--- config.mk ---
export PLATFORM = sky130hd
export DESIGN_NAME = comp_8bit_serial
export DESIGN_NICKNAME = d
export VERILOG_FILES = /design/src/rtl/comp_8bit_serial.sv
export SDC_FILE = /design/constraint.sdc
export NUM_CORES = 1
export LEC_CHECK = 0
export CAP_MARGIN = 20
export CORE_MARGIN = 2
export CORE_UTILIZATION = 45
export CTS_BUF_LIST = sky130_fd_sc_hd__clkbuf_16
export CTS_CLUSTER_DIAMETER = 30
export CTS_CLUSTER_SIZE = 20
export DETAILED_ROUTE_END_ITERATION = 6
export HOLD_SLACK_MARGIN = 0.05
export PLACE_DENSITY = 0.72
export SYNTH_ARGS = -nofsm -noshare
export SYNTH_HDL_FRONTEND = slang
export SYNTH_SLANG_ARGS = --single-unit
--- constraint.sdc ---
create_clock -name clk -period 2.67 [get_ports clk]
set_input_delay 0.6675 -clock clk [delete_from_list [all_inputs] [get_ports clk]]
set_output_delay 0.6675 -clock clk [all_outputs]
set_load 0.01 [all_outputs]
--- src/rtl/comp_8bit_serial.sv ---
// Bit-serial unsigned 8-bit magnitude comparator, MSB first; result 1..8 cycles after start.
// No backpressure: start is ignored while busy, and results hold until the next accepted start.
module comp_8bit_serial (
  input  logic       clk,
  input  logic       rst,
  input  logic       start,
  input  logic [7:0] a,
  input  logic [7:0] b,
  output logic       busy,
  output logic       done,
  output logic       a_gt_b,
  output logic       a_eq_b,
  output logic       a_lt_b
);

  typedef enum logic [1:0] {
    IDLE    = 2'd0,
    COMPARE = 2'd1,
    DONE    = 2'd2
  } state_t;

  state_t     state_q, state_d;
  logic [7:0] a_q, a_d;
  logic [7:0] b_q, b_d;
  logic [2:0] idx_q, idx_d;
  logic       gt_q, gt_d;
  logic       eq_q, eq_d;
  logic       lt_q, lt_d;

  logic       bit_a;
  logic       bit_b;
  logic       accept;

  always_comb begin
    bit_a  = a_q[idx_q];
    bit_b  = b_q[idx_q];
    accept = start && ((state_q == IDLE) || (state_q == DONE));
  end

  always_ff @(posedge clk) begin
    if (rst) begin
      state_q <= IDLE;
    end else begin
      state_q <= state_d;
    end
  end

  always_comb begin
    state_d = state_q;
    case (state_q)
      IDLE, DONE: state_d = start ? COMPARE : IDLE;
      COMPARE: begin
        // Stop at the first differing bit, or after bit 0 when all bits matched.
        if ((bit_a != bit_b) || (idx_q == 3'd0)) begin
          state_d = DONE;
        end
      end
      default: state_d = IDLE;
    endcase
  end

  always_comb begin
    a_d   = a_q;
    b_d   = b_q;
    idx_d = idx_q;
    gt_d  = gt_q;
    eq_d  = eq_q;
    lt_d  = lt_q;
    if (accept) begin
      a_d   = a;
      b_d   = b;
      idx_d = 3'd7;
      gt_d  = 1'b0;
      eq_d  = 1'b0;
      lt_d  = 1'b0;
    end else if (state_q == COMPARE) begin
      if (bit_a && !bit_b) begin
        gt_d = 1'b1;
      end else if (!bit_a && bit_b) begin
        lt_d = 1'b1;
      end else if (idx_q == 3'd0) begin
        eq_d = 1'b1;
      end else begin
        idx_d = idx_q - 3'd1;
      end
    end
  end

  // Operands and bit index are only meaningful after an accepted start, so they carry no reset.
  always_ff @(posedge clk) begin
    a_q   <= a_d;
    b_q   <= b_d;
    idx_q <= idx_d;
  end

  always_ff @(posedge clk) begin
    if (rst) begin
      gt_q <= 1'b0;
      eq_q <= 1'b0;
      lt_q <= 1'b0;
    end else begin
      gt_q <= gt_d;
      eq_q <= eq_d;
      lt_q <= lt_d;
    end
  end

  always_comb begin
    busy   = (state_q == COMPARE);
    done   = (state_q == DONE);
    a_gt_b = gt_q;
    a_eq_b = eq_q;
    a_lt_b = lt_q;
  end

endmodule

==> results of run 1 <==
-- flip-flops by register name, summed over array words and instances, names as in the netlist --
| signal | cells |
|---|---|
| a_eq_b | 1 |
| a_gt_b | 1 |
| a_lt_b | 1 |
| a_q | 8 |
| b_q | 8 |
| idx_q | 3 |
| state_q | 2 |
-- cell type report --
| class | instances | share of cell area (%) |
|---|---|---|
| Multi-Input combinational cell | 36 | 23.6 |
| Timing Repair Buffer | 24 | 18.0 |
| Clock buffer | 3 | 5.69 |
| Inverter | 4 | 1.14 |
| Tap cell | 28 | 2.66 |
| Sequential cell | 24 | 48.6 |
| Clock inverter | 1 | 0.285 |
-- worst paths after layout --
check          endpoint  slack [ps]  cells past startpoint
min              a_gt_b         500                      2
max reg2reg  state_q[0]         640                      6
min reg2reg      a_gt_b         500                      2
max                busy         420                      2
-- cell families (layout without fill, tap and decap cells) --
family	after synthesis	in the layout	synth area share (%)
adder cells (fa/ha/maj)	4	4	5.03
buffers and inverters	9	32	4.53
multiplexers	7	7	12.1
AND/OR/NAND/NOR	21	21	10.9
AO/OA/AOI/OAI	4	4	3.02
flip-flops	24	24	64.4
-- power breakdown --
part           total, mW  switching, mW  internal (mW)
sequential         0.470         0.0287          0.442
clock              0.321          0.121          0.200
combinational      0.202         0.0877          0.115
total              0.994          0.238          0.756
-- cells in the final DEF, fill, tap and decap left out --
| cell | n |
|---|---|
| nor2b_2 | 1 |
| buf_4 | 1 |
| nand2_1 | 6 |
| mux2i_1 | 3 |
| and3_1 | 1 |
| ha_1 | 4 |
| clkdlybuf4s50_1 | 23 |
| and4_1 | 1 |
| o21ba_2 | 1 |
| nor2b_1 | 2 |
| mux4_2 | 4 |
| edfxtp_1 | 16 |
| nand2b_1 | 1 |
| nor3_1 | 3 |
| inv_1 | 5 |
| dfxtp_1 | 8 |
| a31oi_1 | 1 |
| nor3b_1 | 1 |
| nor2_1 | 3 |
| a21oi_1 | 1 |
| and2_1 | 2 |
| clkbuf_16 | 3 |
| a41oi_1 | 1 |
-- stage by stage --
stage | cell area, um^2 | hold slack, ps | utilization [%] | std cells | total power [mW]
after floorplan | 995 | 468 | - | 69 | 0.628
after global placement | 1240 | 493 | 57.7 | 116 | 0.677
after detailed placement | 1240 | 506 | 57.7 | 116 | 0.686
after CTS | 1320 | 514 | 61.4 | 120 | 1.01
after global routing | 1320 | 543 | 61.4 | 120 | 1.06
final | 1320 | 505 | 61.4 | 120 | 0.994
-- critical path: cells and delay by family (launching register included) --
kind / cells / cell delay (ps)
buffers and inverters: 1 / 610
and+or+nand+nor: 1 / 370
DFF: 1 / 350
-- layer usage --
metal	GRT usage, %	up-vias
met2	20.8	23
met4	8.11	0
met3	6.14	4
met5	0	-
li1	-	292
met1	15.6	271
==> flow_summary.ini, run 1 <==
[setup_path]
arrival_ps = 1590
startpoint = state_q[0]
path_class = reg -> out
required_ps = 2000
r2r-start = idx_q[1]
startpoint_type = flip-flop
cp_slowest_cell = clkdlybuf4s50_1
endpoint_kind = output pin
cp_cell_sequence = nor2b_1 > clkdlybuf4s50_1
crit_path_max_fanout = 7
critPathMaxStageDelay_ps = 610

[cells_and_area]
seq_area_um2 = 641
drive_above_1_share_pct = 10.9
multi_input_area_um2 = 312
n_antenna_cell = 0
synthToLayoutAreaGrowth_pct = 32.6
nets = 116
fillers = 177

[synthesis]
async_flop_share_pct = 0
syn_inst = 69
yosysTopAreaCell = edfxtp_1
yosysMostFrequentCell = edfxtp_1
syn_area_um2 = 995
avgSynthCellArea_um2 = 14.4
synth_area_leaders = edfxtp_1 48%, dfxtp_1 16%, mux4_2 9.1%
synthTopCellsByCount = 16 x edfxtp_1, 8 x dfxtp_1, 6 x nand2_1
yosys_warnings = 0
synth_top_area_share_pct = 48.3
synthDistinctLibCells = 23
synth_flop_cell = edfxtp_1
synth_seq_cells = 24
syn_nets = 92
synth_edf_count = 16
synth_seq_area_share_pct = 64.4

[clock_tree]
clock_latency_ps = 260
htreeDepth = 1
cts_root_buf = clkbuf_16
cts_resized = 0
cts_buffer_depth = 2
cts_buffers = 3
postCtsSetupRepairBufs = 0
ctsHoldBuffers = 0
cts_tree = built
clk_pin_slew_worst_paths_ps = 60
clock_sink_count = 24

[timing]
hold_violations = 0
slew_headroom_pct = 73.8
period_minus_slack_ps = 2250
fmax_ghz = 0.444
slew_viol_final = 0
rsz0062_at_grt = false
setup_ws_ps = 417
finalSetupViolations = 0
tightest_slew_ps = 393
timing.final.crit_share_pct = 84.4
fin_setup_tns_ps = 0
finClkSkew_ps = 4.46

[grt]
grt_max_degree = 24
antenna_found_initial = 0
gr-total-overflow = 0
grt_pass1_wl_mm = 2.40
grt_pass1_vias = 547
grt_usage_pct = 13.6

[die]
num_rows = 17
fp.dieW_um = 51.0
dieArea_mm2 = 0.00260
die_h_um = 51.0
fp.coreArea_mm2 = 0.00215
initial_core_util_pct = 46.3
ioPinCount = 24

[pwr]
cellLeakagePower_nw = 0.513
power_density_mw_per_mm2 = 754
ir_drop_mv = 0.442

[drt]
vias = 590
routedLengthMet1_um = 560
drc_errors = 0
wl_met3_um = 125
totalWireLength_mm = 1.42
vias_per_cell = 4.92
postRouteAntennaNets = 0
wl_met2_um = 697
top_layer = met4
routedWlPerCell_um = 11.8
dr.pass1.iters = 3
drt_iter0_markers = 8

[placed_design]
place_congestion = 0.812
portBuffers = 23
hpwl_mm = 1.04
place_ws_ps = 612

[worst_hold_path]
hp-class = reg -> reg
hold_start = a_gt_b

[run]
maxCapViolCount = 0

[status]
outcome = completed
Note: power is estimated with default switching activity, not from simulation.
==> inputs of run 2 (changes only) <==
==> constraint.sdc (replaced) <==
create_clock -name clk -period 2.15 [get_ports clk]
set_input_delay 0.5375 -clock clk [delete_from_list [all_inputs] [get_ports clk]]
set_output_delay 0.5375 -clock clk [all_outputs]
set_load 0.01 [all_outputs]
==> flow_summary.ini, run 2 (synthesis results as in run 1) <==
[status]
outcome = completed

[grt]
gr-total-overflow = 0
grt_pass1_wl_mm = 2.55
grt_max_degree = 24
grt_pass1_vias = 591
antenna_found_initial = 0
grt_usage_pct = 13.3

[cells_and_area]
layout_common_cells = 23 x clkdlybuf4s50_1, 16 x edfxtp_1, 7 x dfxtp_1
seq_area_um2 = 642
drive_above_1_share_pct = 12.9
multi_input_area_um2 = 312
n_antenna_cell = 0
reg_top3 = a_q: 8 flops, b_q: 8 flops, idx_q: 3 flops
fillers = 163
synthToLayoutAreaGrowth_pct = 33.5
final_common_cell = clkdlybuf4s50_1
nets = 117

[clock_tree]
clk_pin_slew_worst_paths_ps = 60
htreeDepth = 1
postCtsSetupRepairBufs = 0
ctsHoldBuffers = 0
cts_root_buf = clkbuf_16
cts_buffers = 3
clock_latency_ps = 250
cts_tree = built
cts_buffer_depth = 2
clock_sink_count = 24

[drt]
vias_per_cell = 4.91
totalWireLength_mm = 1.47
postRouteAntennaNets = 0
routedWlPerCell_um = 12.1
drc_errors = 0
vias = 594
drt_iter0_markers = 1
dr.pass1.iters = 4

[die]
ioPinCount = 24
initial_core_util_pct = 46.3
dieArea_mm2 = 0.00260
num_rows = 17
fp.coreArea_mm2 = 0.00215
fp.dieW_um = 51.0
die_h_um = 51.0

[setup_path]
path_class = reg -> reg
critPathMaxStageDelay_ps = 520
startpoint = idx_q[1]
startpoint_type = flip-flop
cp_slowest_cell = mux4_2
crit_family = multiplexers
r2r-start = idx_q[1]
crit_path_max_fanout = 6
crit_buf_inv = 0
endpoint_kind = flip-flop
required_ps = 2290
cp_cell_sequence = mux4_2 > nand2_1 > and2_1 > ha_1 > and3_1 > o21ba_2
arrival_ps = 2080

[timing]
worst_hold_slack_ps = 516
tightest_slew_ps = 297
slew_viol_final = 0
finalSetupViolations = 0
period_minus_slack_ps = 1930
fmax_ghz = 0.517
fin_setup_tns_ps = 0
slew_headroom_pct = 80.2
rsz0062_at_grt = false
timing.final.crit_share_pct = 89.9
finClkSkew_ps = 6.46
hold_violations = 0
setup_ws_ps = 218

[pwr]
pwr-share-comb_pct = 21.1
power_density_mw_per_mm2 = 932
cellLeakagePower_nw = 0.518
ir_drop_mv = 0.594
p_seq_share_pct = 47.4
p_sw_share_pct = 23.6
p_int_mw = 0.946
p_sw_mw = 0.292
clockPowerShare_pct = 31.6

[placed_design]
portBuffers = 23
place_congestion = 0.793
hpwl_mm = 1.07
place_ws_ps = 105

[run]
maxCapViolCount = 0

[worst_hold_path]
hp-class = reg -> reg
hold_start = a_gt_b
-- run 2: worst paths after layout --
path | slack (ps) | cells after the start | end
setup / recovery | 220 | 6 | state_q[0]
hold / removal | 520 | 2 | a_gt_b
setup reg to reg | 220 | 6 | state_q[0]
hold reg to reg | 520 | 2 | a_gt_b
-- run 2: repair_timing --
item                                   4_1_cts  5_1_grt
setup endpoints to repair                    0        3
endpoints found under the hold margin        0        0
gates resized for setup                      0        1
-- run 2: per-stage QoR --
stage,power (mW),util [%],cells,area (um^2)
3_3_place_gp,0.846,58.1,117,1250
3_5_place_dp,0.854,58.1,117,1250
6_report,1.24,61.8,121,1330
4_1_cts,1.25,61.7,121,1330
5_1_grt,1.32,61.8,121,1330
2_1_floorplan,0.780,-,69,995
-- run 2: cell type report --
class | instances | area share (%)
clock buffer | 3 | 5.66
timing repair buffer | 25 | 18.5
sequential | 24 | 48.4
tap | 28 | 2.64
multi-input combinational | 36 | 23.5
inverter | 4 | 1.13
clock inverter | 1 | 0.283
-- run 2: worst reg2reg max path, stage by stage (launching register included) --
cell and delay (ps):
dfxtp_2 410, mux4_2 520, nand2_1 100, and2_1 140
ha_1 250, and3_1 210, o21ba_2 210
-- run 2: layer usage --
metal	wire (um)	GRT usage (%)	share of wire, %	up-vias
li1	-	-	-	294
met1	586	16.7	40	275
met2	765	21.4	52	23
met3	98	3.80	6.7	2
met4	14	5.41	0.96	0
met5	0	0	0	-
-- run 2: power by group through the flow --
stage	Clock (mW)	Combinational [mW]	Sequential, mW
detailed placement	0	0.258	0.596
global placement	0	0.252	0.594
finish	0.391	0.261	0.586
CTS	0.400	0.261	0.586
floorplan	0	0.205	0.575
global route	0.425	0.298	0.596
==> edit, RTL diff (config.mk and constraints of run 2) <==
Register the inputs `start`, `a` and `b` before use, with the module's reset. The logic sees them one clock later. Comments in the files are not updated.
--- a/src/rtl/comp_8bit_serial.sv
+++ b/src/rtl/comp_8bit_serial.sv
@@ -20,4 +20,20 @@
   } state_t;
 
+  logic start_q;
+  logic [7:0] a_r;
+  logic [7:0] b_r;
+
+  always_ff @(posedge clk) begin
+    if (rst) begin
+      start_q <= '0;
+      a_r     <= '0;
+      b_r     <= '0;
+    end else begin
+      start_q <= start;
+      a_r     <= a;
+      b_r     <= b;
+    end
+  end
+
   state_t     state_q, state_d;
   logic [7:0] a_q, a_d;
@@ -35,5 +51,5 @@
     bit_a  = a_q[idx_q];
     bit_b  = b_q[idx_q];
-    accept = start && ((state_q == IDLE) || (state_q == DONE));
+    accept = start_q && ((state_q == IDLE) || (state_q == DONE));
   end
 
@@ -49,5 +65,5 @@
     state_d = state_q;
     case (state_q)
-      IDLE, DONE: state_d = start ? COMPARE : IDLE;
+      IDLE, DONE: state_d = start_q ? COMPARE : IDLE;
       COMPARE: begin
         // Stop at the first differing bit, or after bit 0 when all bits matched.
@@ -68,6 +84,6 @@
     lt_d  = lt_q;
     if (accept) begin
-      a_d   = a;
-      b_d   = b;
+      a_d   = a_r;
+      b_d   = b_r;
       idx_d = 3'd7;
       gt_d  = 1'b0;
Function: changed (Yosys sat finds a counterexample within 4 cycles, from zero or initial values and one cycle with rst high).
==> edit against run 2 <==
Design area is 43% higher; sequential cell count is 17 higher; power is 61% higher; die area is 42% higher; synthesized cell count is 52% higher; wire length is 38% higher; count of clock-buffer cells in the layout is 2 higher; cell count is 46% higher; area after synthesis is 46% higher; global-route usage is 0.58 points higher; clock power is 110% higher; sequential share of layout area is 3.3 points higher; setup slack worse by 0.025 ns; critical path type unchanged; largest cell class unchanged.
==> edit: results (changes against run 2) <==
[power_and_ir_drop]
ir_worst_vdd_v = 0.000736  ; +24%
p_leak_uw = 0.000752  ; +45%
p_int_uw = 1560  ; +65%

[yosys]
synth_compound_area_share_pct = 2.07  ; -0.95 points
synthMuxAreaShare_pct = 8.26  ; -3.8 points
syn_nets = 128  ; +39%
yosysSeqAreaShare_pct = 67.5  ; +3.1 points
synth_fa_ha_area_share_pct = 3.44  ; -1.6 points
syn_inst = 105  ; +52%
synth.most_common_cell = dfxtp_1
synth_commonest_cells = dfxtp_1, nor2b_1, edfxtp_1
netlist_top_cells_area = dfxtp_1, edfxtp_1, nor2b_1
ys_async_sr_fraction_pct = 0  ; unchanged
synth_flop_cell = dfxtp_1

[clock_network]
clk_latency_ns = 0.28  ; +0.03 ns
root_buffer = clkbuf_16
cts.htree.levels = 2  ; +1

[global_routing]
grtUsageTotal_pct = 13.8  ; +0.58 points
first_global_vias = 849  ; +44%
antenna_found_initial = 0  ; unchanged
grt_pass1_wl_um = 3490  ; +37%

[placed_design]
dpl.hpwl_um = 1380  ; +29%
gp_congestion = 0.880  ; +11%
dpl_worst_slack_ns = 0.101  ; -0.00412 ns

[timing]
skew_ns = 0.00210  ; -0.00437 ns
holdWs_ns = 0.402  ; -0.114 ns
worst_slew_pin_slew_ns = 0.328  ; +0.0311 ns
fin_ws_ns = 0.193  ; -0.0248 ns

[cells_and_area]
buf_share_pct = 13.7  ; -4.8 points
drive_gt1_share_pct = 13.5  ; +0.63 points
multi_input_area_share_pct = 22.1  ; -1.3 points
fillCellCount = 255  ; +56%
seq_share_pct = 51.7  ; +3.3 points
fin_nets = 155  ; +32%
seq_cell_count = 41  ; +71%
final-clk-cell-share_pct = 8.82  ; +2.9 points
num-clock-buffers = 5  ; +2
non_clock_buffer_count = 27  ; +8.0%
multiInputCombCellCount = 53  ; +47%

[min_path]
min_from = b_r[7]
holdPathStages = 0  ; -2
holdPathEnd = b_q[7]

[outcome]
status = finished clean

[routing]
vias = 819  ; +38%
finalWirelength_um = 2020  ; +38%
drtIter0Drc = 26  ; +25
avgViaCountPerCell = 4.63  ; -5.7%

## edit: changes by cell type in the layout (fill, tap and decap cells not counted), sizes merged
cell	change
clkinv	+1
dfxtp	+17
buf	+2
bufinv	+1
nor2b	+17
clkbuf	+2
## edit: power by group through the flow
stage	clock [uW]	sequential (uW)	combinational, uW
detailed placement	0	924	266
CTS	836	910	268
global placement	0	922	251
finish	819	909	264
floorplan	0	901	213
global route	876	919	297
## edit: layer usage
| metal | vias to the layer above | GRT usage [%] | wire length, um |
|---|---|---|---|
| met2 | 31 | 23.0 | 990 |
| met3 | 7 | 7.25 | 182 |
| met5 | - | 0 | 0 |
| met1 | 374 | 13.6 | 791 |
| li1 | 407 | - | - |
| met4 | 0 | 8.39 | 51 |
## edit: how the worst max path moves through the flow
stage | endpoint | depth (start not counted)
final | state_q[0] | 6
after global routing | idx_q[1] | 6
after CTS | state_q[0] | 6
after detailed placement | state_q[0] | 6
after global placement | state_q[0] | 6
after floorplan | state_q[0] | 8
## edit: cells by family after synthesis
kind of cell	count (synthesis)
AND/OR/NAND/NOR	38
flip-flops	41
AO/OA/AOI/OAI	4
buffers and inverters	11
multiplexers	7
adder cells (fa/ha/maj)	4
## edit: critical path, stage by stage (launching register included)
cell	delay, ns
dfxtp_2	0.42
mux4_2	0.53
nand2_1	0.09
and2_1	0.13
ha_1	0.25
and3_1	0.22
o21ba_2	0.21
## edit: through the flow
stage	cell area (um2)	utilization, %
3_5_place_dp	1730	56.7
4_1_cts	1900	62.2
3_3_place_gp	1730	56.7
6_report	1900	62.3
2_1_floorplan	1450	-
5_1_grt	1900	62.3
